## config.mk

```make
export PLATFORM = sky130hd
export DESIGN_NAME = tetris_nios_buttons_in
export DESIGN_NICKNAME = d
export VERILOG_FILES = /design/src/rtl/tetris_nios_pio_pkg.sv /design/src/rtl/tetris_nios_debounce.sv /design/src/rtl/tetris_nios_buttons_in.sv
export SDC_FILE = /design/constraint.sdc
export NUM_CORES = 1
export LEC_CHECK = 0
export BUFFER_PORTS_ARGS = -buffer_cell sky130_fd_sc_hd__buf_2
export CORE_MARGIN = 3
export CORE_UTILIZATION = 50
export DETAILED_ROUTE_END_ITERATION = 10
export PLACE_DENSITY = 0.72
export SLEW_MARGIN = 20
export SYNTH_ARGS = -nofsm -noshare
export SYNTH_HDL_FRONTEND = slang
export SYNTH_SLANG_ARGS = --single-unit
```

## constraint.sdc

```tcl
create_clock -name clk -period 2.03 [get_ports clk]
set_input_delay 0.406 -clock clk [delete_from_list [all_inputs] [get_ports clk]]
set_output_delay 0.406 -clock clk [all_outputs]
set_load 0.02 [all_outputs]
```

## src/rtl/tetris_nios_pio_pkg.sv

```systemverilog
// Shared definitions for the Tetris Nios PIO blocks: register addresses and
// debounce counter sizing.
package tetris_nios_pio_pkg;

  localparam logic [1:0] ADDR_DATA    = 2'd0;
  localparam logic [1:0] ADDR_IRQMASK = 2'd2;
  localparam logic [1:0] ADDR_EDGECAP = 2'd3;

  // Counter width able to hold 0..n-1; never narrower than one bit.
  function automatic int cnt_width(input int n);
    return (n <= 2) ? 1 : $clog2(n);
  endfunction

endpackage

```

## src/rtl/tetris_nios_debounce.sv

```systemverilog
// Single-bit button conditioner: 2-FF synchronizer followed by a stable-count
// debouncer that accepts a new level after DEBOUNCE_CYCLES matching samples.
module tetris_nios_debounce
  import tetris_nios_pio_pkg::*;
#(
  parameter int DEBOUNCE_CYCLES = 250000,
  parameter bit IDLE_LEVEL      = 1'b1
) (
  input  logic clk,
  input  logic reset,
  input  logic din,
  output logic stable
);

  localparam int            CW      = cnt_width(DEBOUNCE_CYCLES);
  localparam logic [CW-1:0] CNT_MAX = CW'(DEBOUNCE_CYCLES - 1);

  logic          sync0, sync1;
  logic [CW-1:0] cnt;

  always_ff @(posedge clk) begin
    if (reset) begin
      sync0  <= IDLE_LEVEL;
      sync1  <= IDLE_LEVEL;
      stable <= IDLE_LEVEL;
      cnt    <= '0;
    end else begin
      sync0 <= din;
      sync1 <= sync0;
      // Any sample matching the accepted level restarts the qualification run.
      if (sync1 == stable) begin
        cnt <= '0;
      end else if (cnt == CNT_MAX) begin
        stable <= sync1;
        cnt    <= '0;
      end else begin
        cnt <= cnt + 1'b1;
      end
    end
  end

endmodule

```

## src/rtl/tetris_nios_buttons_in.sv

```systemverilog
// Avalon-MM button input port: debounced levels, press edge capture (W1C),
// interrupt mask and a level IRQ to the Nios.
module tetris_nios_buttons_in
  import tetris_nios_pio_pkg::*;
#(
  parameter int WIDTH           = 4,
  parameter int DEBOUNCE_CYCLES = 250000,
  parameter bit IDLE_LEVEL      = 1'b1
) (
  input  logic             clk,
  input  logic             reset,
  input  logic [1:0]       address,
  input  logic             chipselect,
  input  logic             write_n,
  input  logic [31:0]      writedata,
  output logic [31:0]      readdata,
  input  logic [WIDTH-1:0] in_port,
  output logic             irq
);

  localparam logic [WIDTH-1:0] IDLE_VEC = {WIDTH{IDLE_LEVEL}};

  logic [WIDTH-1:0] level, level_q, press;
  logic [WIDTH-1:0] irqmask, edgecap, wr_bits, clr_bits;
  logic             wr_en;
  logic             writedata_unused;

  for (genvar i = 0; i < WIDTH; i++) begin : g_btn
    tetris_nios_debounce #(
      .DEBOUNCE_CYCLES (DEBOUNCE_CYCLES),
      .IDLE_LEVEL      (IDLE_LEVEL)
    ) u_db (
      .clk    (clk),
      .reset  (reset),
      .din    (in_port[i]),
      .stable (level[i])
    );
  end

  assign wr_en            = chipselect & ~write_n;
  assign wr_bits          = writedata[WIDTH-1:0];
  assign writedata_unused = ^writedata;
  assign clr_bits         = (wr_en && address == ADDR_EDGECAP) ? wr_bits : '0;

  // Press only: previous level idle, current level active.
  assign press = ~(level_q ^ IDLE_VEC) & (level ^ IDLE_VEC);

  always_ff @(posedge clk) begin
    if (reset) begin
      level_q <= IDLE_VEC;
      irqmask <= '0;
      edgecap <= '0;
    end else begin
      level_q <= level;
      if (wr_en && address == ADDR_IRQMASK) irqmask <= wr_bits;
      // A press landing on the same edge as its clear stays captured.
      edgecap <= (edgecap & ~clr_bits) | press;
    end
  end

  assign irq = |(edgecap & irqmask);

  always_comb begin
    readdata = '0;
    case (address)
      ADDR_DATA:    readdata[WIDTH-1:0] = level;
      ADDR_IRQMASK: readdata[WIDTH-1:0] = irqmask;
      ADDR_EDGECAP: readdata[WIDTH-1:0] = edgecap;
      default:      readdata = '0;
    endcase
  end

endmodule

```

==> metrics.csv, run 1 <==
stage;metric;value;unit
sta;fmax;0.502;GHz
synthesis;synth-seq-cells;96;
floorplanning;initial_core_util;52.4;%
synthesis;post-synth-top-area-cell;dfxtp_1;
route;dr.first_iter.drc_count;104;
synthesis;ys_types;41;
sta;hold_slack;0.216;ns
sta;skew;0.0104;ns
hold_path;hold_path.class;in -> reg;
status;status;completed;
route;wl_per_cell;12.3;um
setup_path;cp.buffers_inverters;0;
layout;drive_gt1_share;14.7;%
place;place_area;0.00459;mm^2
synthesis;synth_edf_count;0;
global_routing;grt_pass1_vias;2998;
setup_path;cp-end-kind;flip-flop;
clocking;clkSinkCount;96;
layout;multi_input_area;0.00224;mm^2
synthesis;ys.flop_type;dfxtp_1;
route;drtPass1Iterations;4;
global_routing;antenna_found_initial;0;
layout;area.growth.synth_to_final;9.95;%
setup_path;startpoint_type;flip-flop;
route;vias;3383;
floorplanning;die-height;99.7;um
layout;diodes;0;
layout;fin_nets;578;
floorplanning;rows;33;
clocking;clkSlewWorstSetupHoldPaths;0.09;ns
layout;seq_area;0.00192;mm^2
sta;fin_crit_sh;98.1;%
floorplanning;core-area;0.00838;mm^2
sta;maxSlewViolCount;0;
clocking;clk-insertion-delay-late;0.37;ns
clocking;cts_max_path_buffers;2;
sta;rsz0062_at_grt;yes;
setup_path;crit_family;simple AND/OR/NAND/NOR gates;
clocking;cts_max_level;3;
place;place_ws;0.0206;ns
global_routing;grt_max_degree;30;
sta;finalHoldViolCount;0;
setup_path;cpMostUsedCell;or4_1;
synthesis;synth_area_leaders;dfxtp_1 44%, xnor2_1 9.2%, nor2_1 8.2%;
run;maxCapViolCount;0;
sta;post-route-min-period;1.99;ns
layout;final_common_cell;nor2_1;
synthesis;synth.top_cell.area_share;43.8;%
global_routing;grt_overflow;0;
route;drcViolationCount;0;
synthesis;syn_area_per_cell;8.82;um^2
clocking;cts_tree;yes;
power;vdd_ir_drop_max;332;uV
floorplanning;die-area;0.00994;mm^2
place;port_buffers;18;
global_routing;grt_pass1_wl;13100;um
power;p_per_area;712;mW/mm^2
place;dp_hpwl;5470;um
clocking;cts_hold_repair.buffers;0;
setup_path;worstPathArrival;2.26;ns
layout;final_area;0.00483;mm^2
route;ant_nets;0;
setup_path;critPathRequiredTime;2.30;ns
power;p_leak;0.00155;uW
synthesis;syn_inst;498;
clocking;cts_buffers;9;
route;drt-total-wl;7880;um
setup_path;critPathKind;reg -> reg;
setup_path;crit_slowest_cell;or4_4;
floorplanning;io_pins;75;
floorplanning;die_w;99.7;um
layout;nFillCells;725;
setup_path;critPathMaxStageDelay;0.53;ns
sta;fin_ws;0.0384;ns
clocking;cts_root_buf;clkbuf_8;
route;routed_via_density;5.27;
synthesis;syn-cell-area;0.00439;mm^2
synthesis;yosysWarnings;0;
sta;setup_viol;0;
setup_path;cp_max_fo;3;
place;place_congestion;0.804;
setup_path;path_cells;or4_1 -> or4_4 -> or4_1 -> o21a_1;
synthesis;ys_seq_area_share;43.8;%
layout;layout_common_cells;96 x nor2_1, 94 x dfxtp_1, 46 x xnor2_1;
global_routing;grt_usage;16.1;%
synthesis;synthArstFlopShare;0;%
-- final timing paths --
kind | slack (ns) | end | cells past startpoint | startpoint
worst max-delay path | 0.04 | g_btn[1].u_db.stable | 4 | g_btn[1].u_db.cnt[5]
worst min-delay path | 0.22 | g_btn[2].u_db.sync0 | 2 | in_port[2]
worst max register to register | 0.04 | g_btn[1].u_db.stable | 4 | g_btn[1].u_db.cnt[5]
worst min register to register | 0.41 | g_btn[3].u_db.sync1 | 1 | g_btn[3].u_db.sync0
-- state kept, by name (all words and copies together) (netlist names) --
| register | flops |
|---|---|
| g_btn.u_db.stable | 4 |
| irqmask | 4 |
| edgecap | 4 |
| g_btn.u_db.sync1 | 4 |
| level_q | 4 |
| g_btn.u_db.sync0 | 4 |
| g_btn.u_db.cnt | 72 |
-- repair_timing --
| action | in CTS | in global routing |
|---|---|---|
| setup endpoints to repair | 0 | 1 |
| gates resized for setup | 0 | 2 |
| setup buffers | 0 | 1 |
-- per-layer routing --
metal / GRT usage (%) / share of wire (%) / up-vias
met1: 21.2 / 49 / 1564
met3: 5.47 / 5.4 / 14
met2: 24.6 / 44 / 80
met4: 5.36 / 1.8 / 0
li1: - / - / 1725
met5: 0 / 0 / -
-- where the power goes --
| part | leakage, uW | switching [uW] | internal (uW) |
|---|---|---|---|
| logic | 0.000662 | 93.2 | 37.0 |
| clock network | 0.000113 | 696 | 710 |
| registers | 0.000777 | 6.60 | 1890 |
-- synth_stat cells, types with 4 or more instances --
cell type and instances:
a21oi_1 11, a22o_1 4, and4_1 4, buf_2 4, buf_4 30, clkbuf_1 7, dfxtp_1 96, ha_1 4
inv_1 16, mux2_2 4, mux2i_1 7, nand2_1 23, nand3_1 25, nand4_1 21, nor2_1 96, nor2b_1 4
nor3_1 11, nor4_1 20, or2_2 12, or3_1 4, or4_1 5, xnor2_1 46, xor2_1 15
-- per-stage QoR --
stage | utilization [%] | setup TNS [ns] | instances | power (uW)
floorplan | - | 0 | 525 | 2080
global placement | 54.8 | 0 | 625 | 2070
detailed placement | 54.8 | 0 | 625 | 2070
CTS | 57.5 | 0 | 641 | 3480
global route | 57.6 | -0.0640 | 642 | 3570
finish | 57.6 | 0 | 642 | 3440
-- layout make-up --
type                            instances  area share (%)
Multi-Input combinational cell        372            46.4
Sequential cell                        96            39.9
Timing Repair Buffer                   37            5.08
Tap cell                              105            2.72
Clock buffer                            9            2.57
Clock inverter                          7            2.15
Inverter                               16            1.24
-- kinds of logic after synthesis --
logic type / synth area share [%]
buf+inv: 7.55
compound gates: 5.27
other cells: 0.0854
xor+xnor: 12.2
mux: 2.62
simple gates: 27.4
flops: 43.8
fa+ha+maj: 1.14
(Power assumes the default switching activity.)
==> run 2: changes to the inputs <==
BUFFER_PORTS_ARGS = not set   (was -buffer_cell sky130_fd_sc_hd__buf_2)
CORE_UTILIZATION = 57   (was 50)
DONT_BUFFER_PORTS = 1   (was not set)
==> metrics.csv, run 2 (synthesis results as in run 1) <==
stage;metric;value;unit
route;drtPass1Iterations;4;
floorplanning;rows;31;
hold_path;hp-start;reset;
route;wl_per_cell;12.3;um
run;maxCapViolCount;0;
layout;area.growth.synth_to_final;6.75;%
floorplanning;die-height;93.8;um
global_routing;grt_overflow;0;
floorplanning;initial_core_util;59.6;%
route;drt-total-wl;7640;um
global_routing;grt_usage;19.3;%
route;drcViolationCount;0;
layout;fin_nets;561;
route;routed_via_density;5.29;
sta;fin_crit_sh;98.0;%
floorplanning;die_w;93.8;um
sta;hold_slack;0.116;ns
global_routing;grt_pass1_wl;13900;um
clocking;cts_root_buf;clkbuf_8;
clocking;clkSinkCount;96;
power;vdd_ir_drop_max;368;uV
power;p_per_area;665;mW/mm^2
status;status;completed;
sta;fin_setup_tns;0;ns
global_routing;antenna_found_initial;0;
floorplanning;core-area;0.00737;mm^2
sta;finalHoldViolCount;0;
sta;maxSlewViolCount;0;
setup_path;startpoint_type;flip-flop;
route;dr.first_iter.drc_count;97;
place;port_buffers;0;
layout;top_register;g_btn.u_db.cnt;
sta;rsz0062_at_grt;yes;
layout;drive_gt1_share;11.9;%
setup_path;critPathKind;reg -> reg;
setup_path;worstPathArrival;2.23;ns
setup_path;critPathRequiredTime;2.27;ns
layout;layout_common_cells;96 x nor2_1, 94 x dfxtp_1, 46 x xnor2_1;
clocking;cts_buffers;9;
clocking;clkSlewWorstSetupHoldPaths;0.09;ns
place;dp_hpwl;5490;um
hold_path;hold_path.class;in -> reg;
clocking;cts_hold_repair.buffers;0;
route;ant_nets;0;
power;p_leak;0.00145;uW
layout;largest_reg_flops;72;
setup_path;cp_max_fo;18;
layout;final_common_cell;nor2_1;
sta;fmax;0.503;GHz
route;vias;3272;
sta;setup_viol;0;
setup_path;r2r_start;g_btn[1].u_db.cnt[6];
setup_path;cp-startpoint;g_btn[1].u_db.cnt[6];
sta;post-route-min-period;1.99;ns
setup_path;cp.buffers_inverters;2;
clocking;cts_tree;yes;
floorplanning;io_pins;75;
layout;diodes;0;
clocking;clk-insertion-delay-late;0.36;ns
setup_path;critPathMaxStageDelay;0.53;ns
setup_path;crit_family;simple AND/OR/NAND/NOR gates;
place;place_congestion;0.833;
global_routing;grt_max_degree;30;
sta;skew;0.00772;ns
setup_path;path_cells;or4_1 -> or4_4 -> buf_4 -> o21ai_4 -> buf_12 -> a21oi_1;
setup_path;cp-end-kind;flip-flop;
clocking;cts_max_path_buffers;2;
setup_path;crit_slowest_cell;or4_4;
global_routing;grt_pass1_vias;3215;
floorplanning;die-area;0.00879;mm^2
clocking;cts_max_level;3;
==> run 2: cell count changes in the layout (fill, tap and decap cells not counted), sizes merged <==
cell	delta
buf	-17
bufinv	-2
clkbuf	+2
clkinvlp	+2
inv	-2
==> run 2: report_power, final <==
part / leakage [uW] / internal [uW] / switching, uW
sequential: 0.000777 / 1890 / 6.15
clock: 0.0000813 / 475 / 642
combinational: 0.000595 / 25.6 / 76.0
total: 0.00145 / 2390 / 725
==> run 2: final cells by class <==
cell class	count	area [um^2]
multi-input combinational	372	2240
clock buffer	11	141
clock inverter	5	32.5
tap	99	124
timing repair buffer	20	163
inverter	16	60.1
fill	628	2680
sequential	96	1920
==> run 2: worst paths after layout <==
| check | endpoint | slack, ns | cells past startpoint |
|---|---|---|---|
| worst max-delay path | g_btn[1].u_db.cnt[17] | 0.04 | 6 |
| worst min-delay path | edgecap[0] | 0.12 | 1 |
| worst max register to register | g_btn[1].u_db.cnt[17] | 0.04 | 6 |
| worst min register to register | g_btn[3].u_db.sync1 | 0.41 | 1 |
==> run 2: per-stage QoR <==
stage	utilization (%)	power (uW)	worst slack [ns]	area, um^2	cells
final	63.6	3120	0.0406	4690	619
after global routing	63.6	3250	-0.00474	4690	619
after CTS	63.3	3170	0.0276	4670	617
after detailed placement	61.0	2040	0.0453	4490	601
after global placement	61.0	2040	0.0502	4490	601
after floorplan	-	2080	0.0526	4490	525
==> run 2: timing repair <==
item / CTS / global route
endpoints found under the setup margin: 0 / 6
endpoints found under the hold margin: 0 / 0
setup buffers: 0 / 2
resized for setup: 0 / 3
==> run 2: per-layer routing <==
layer | GRT usage [%] | share of wire (%) | wire length (um)
met3 | 5.21 | 5.2 | 395
met1 | 24.5 | 47 | 3620
met4 | 5.78 | 0.97 | 74
met5 | 0 | 0 | 0
met2 | 32.1 | 47 | 3550
==> run 2: worst reg2reg max path, stage by stage (launching register included) <==
cell and delay [ns]:
dfxtp_2 0.34, or4_1 0.51, or4_4 0.53, buf_4 0.16, o21ai_4 0.13, buf_12 0.16
a21oi_1 0.05
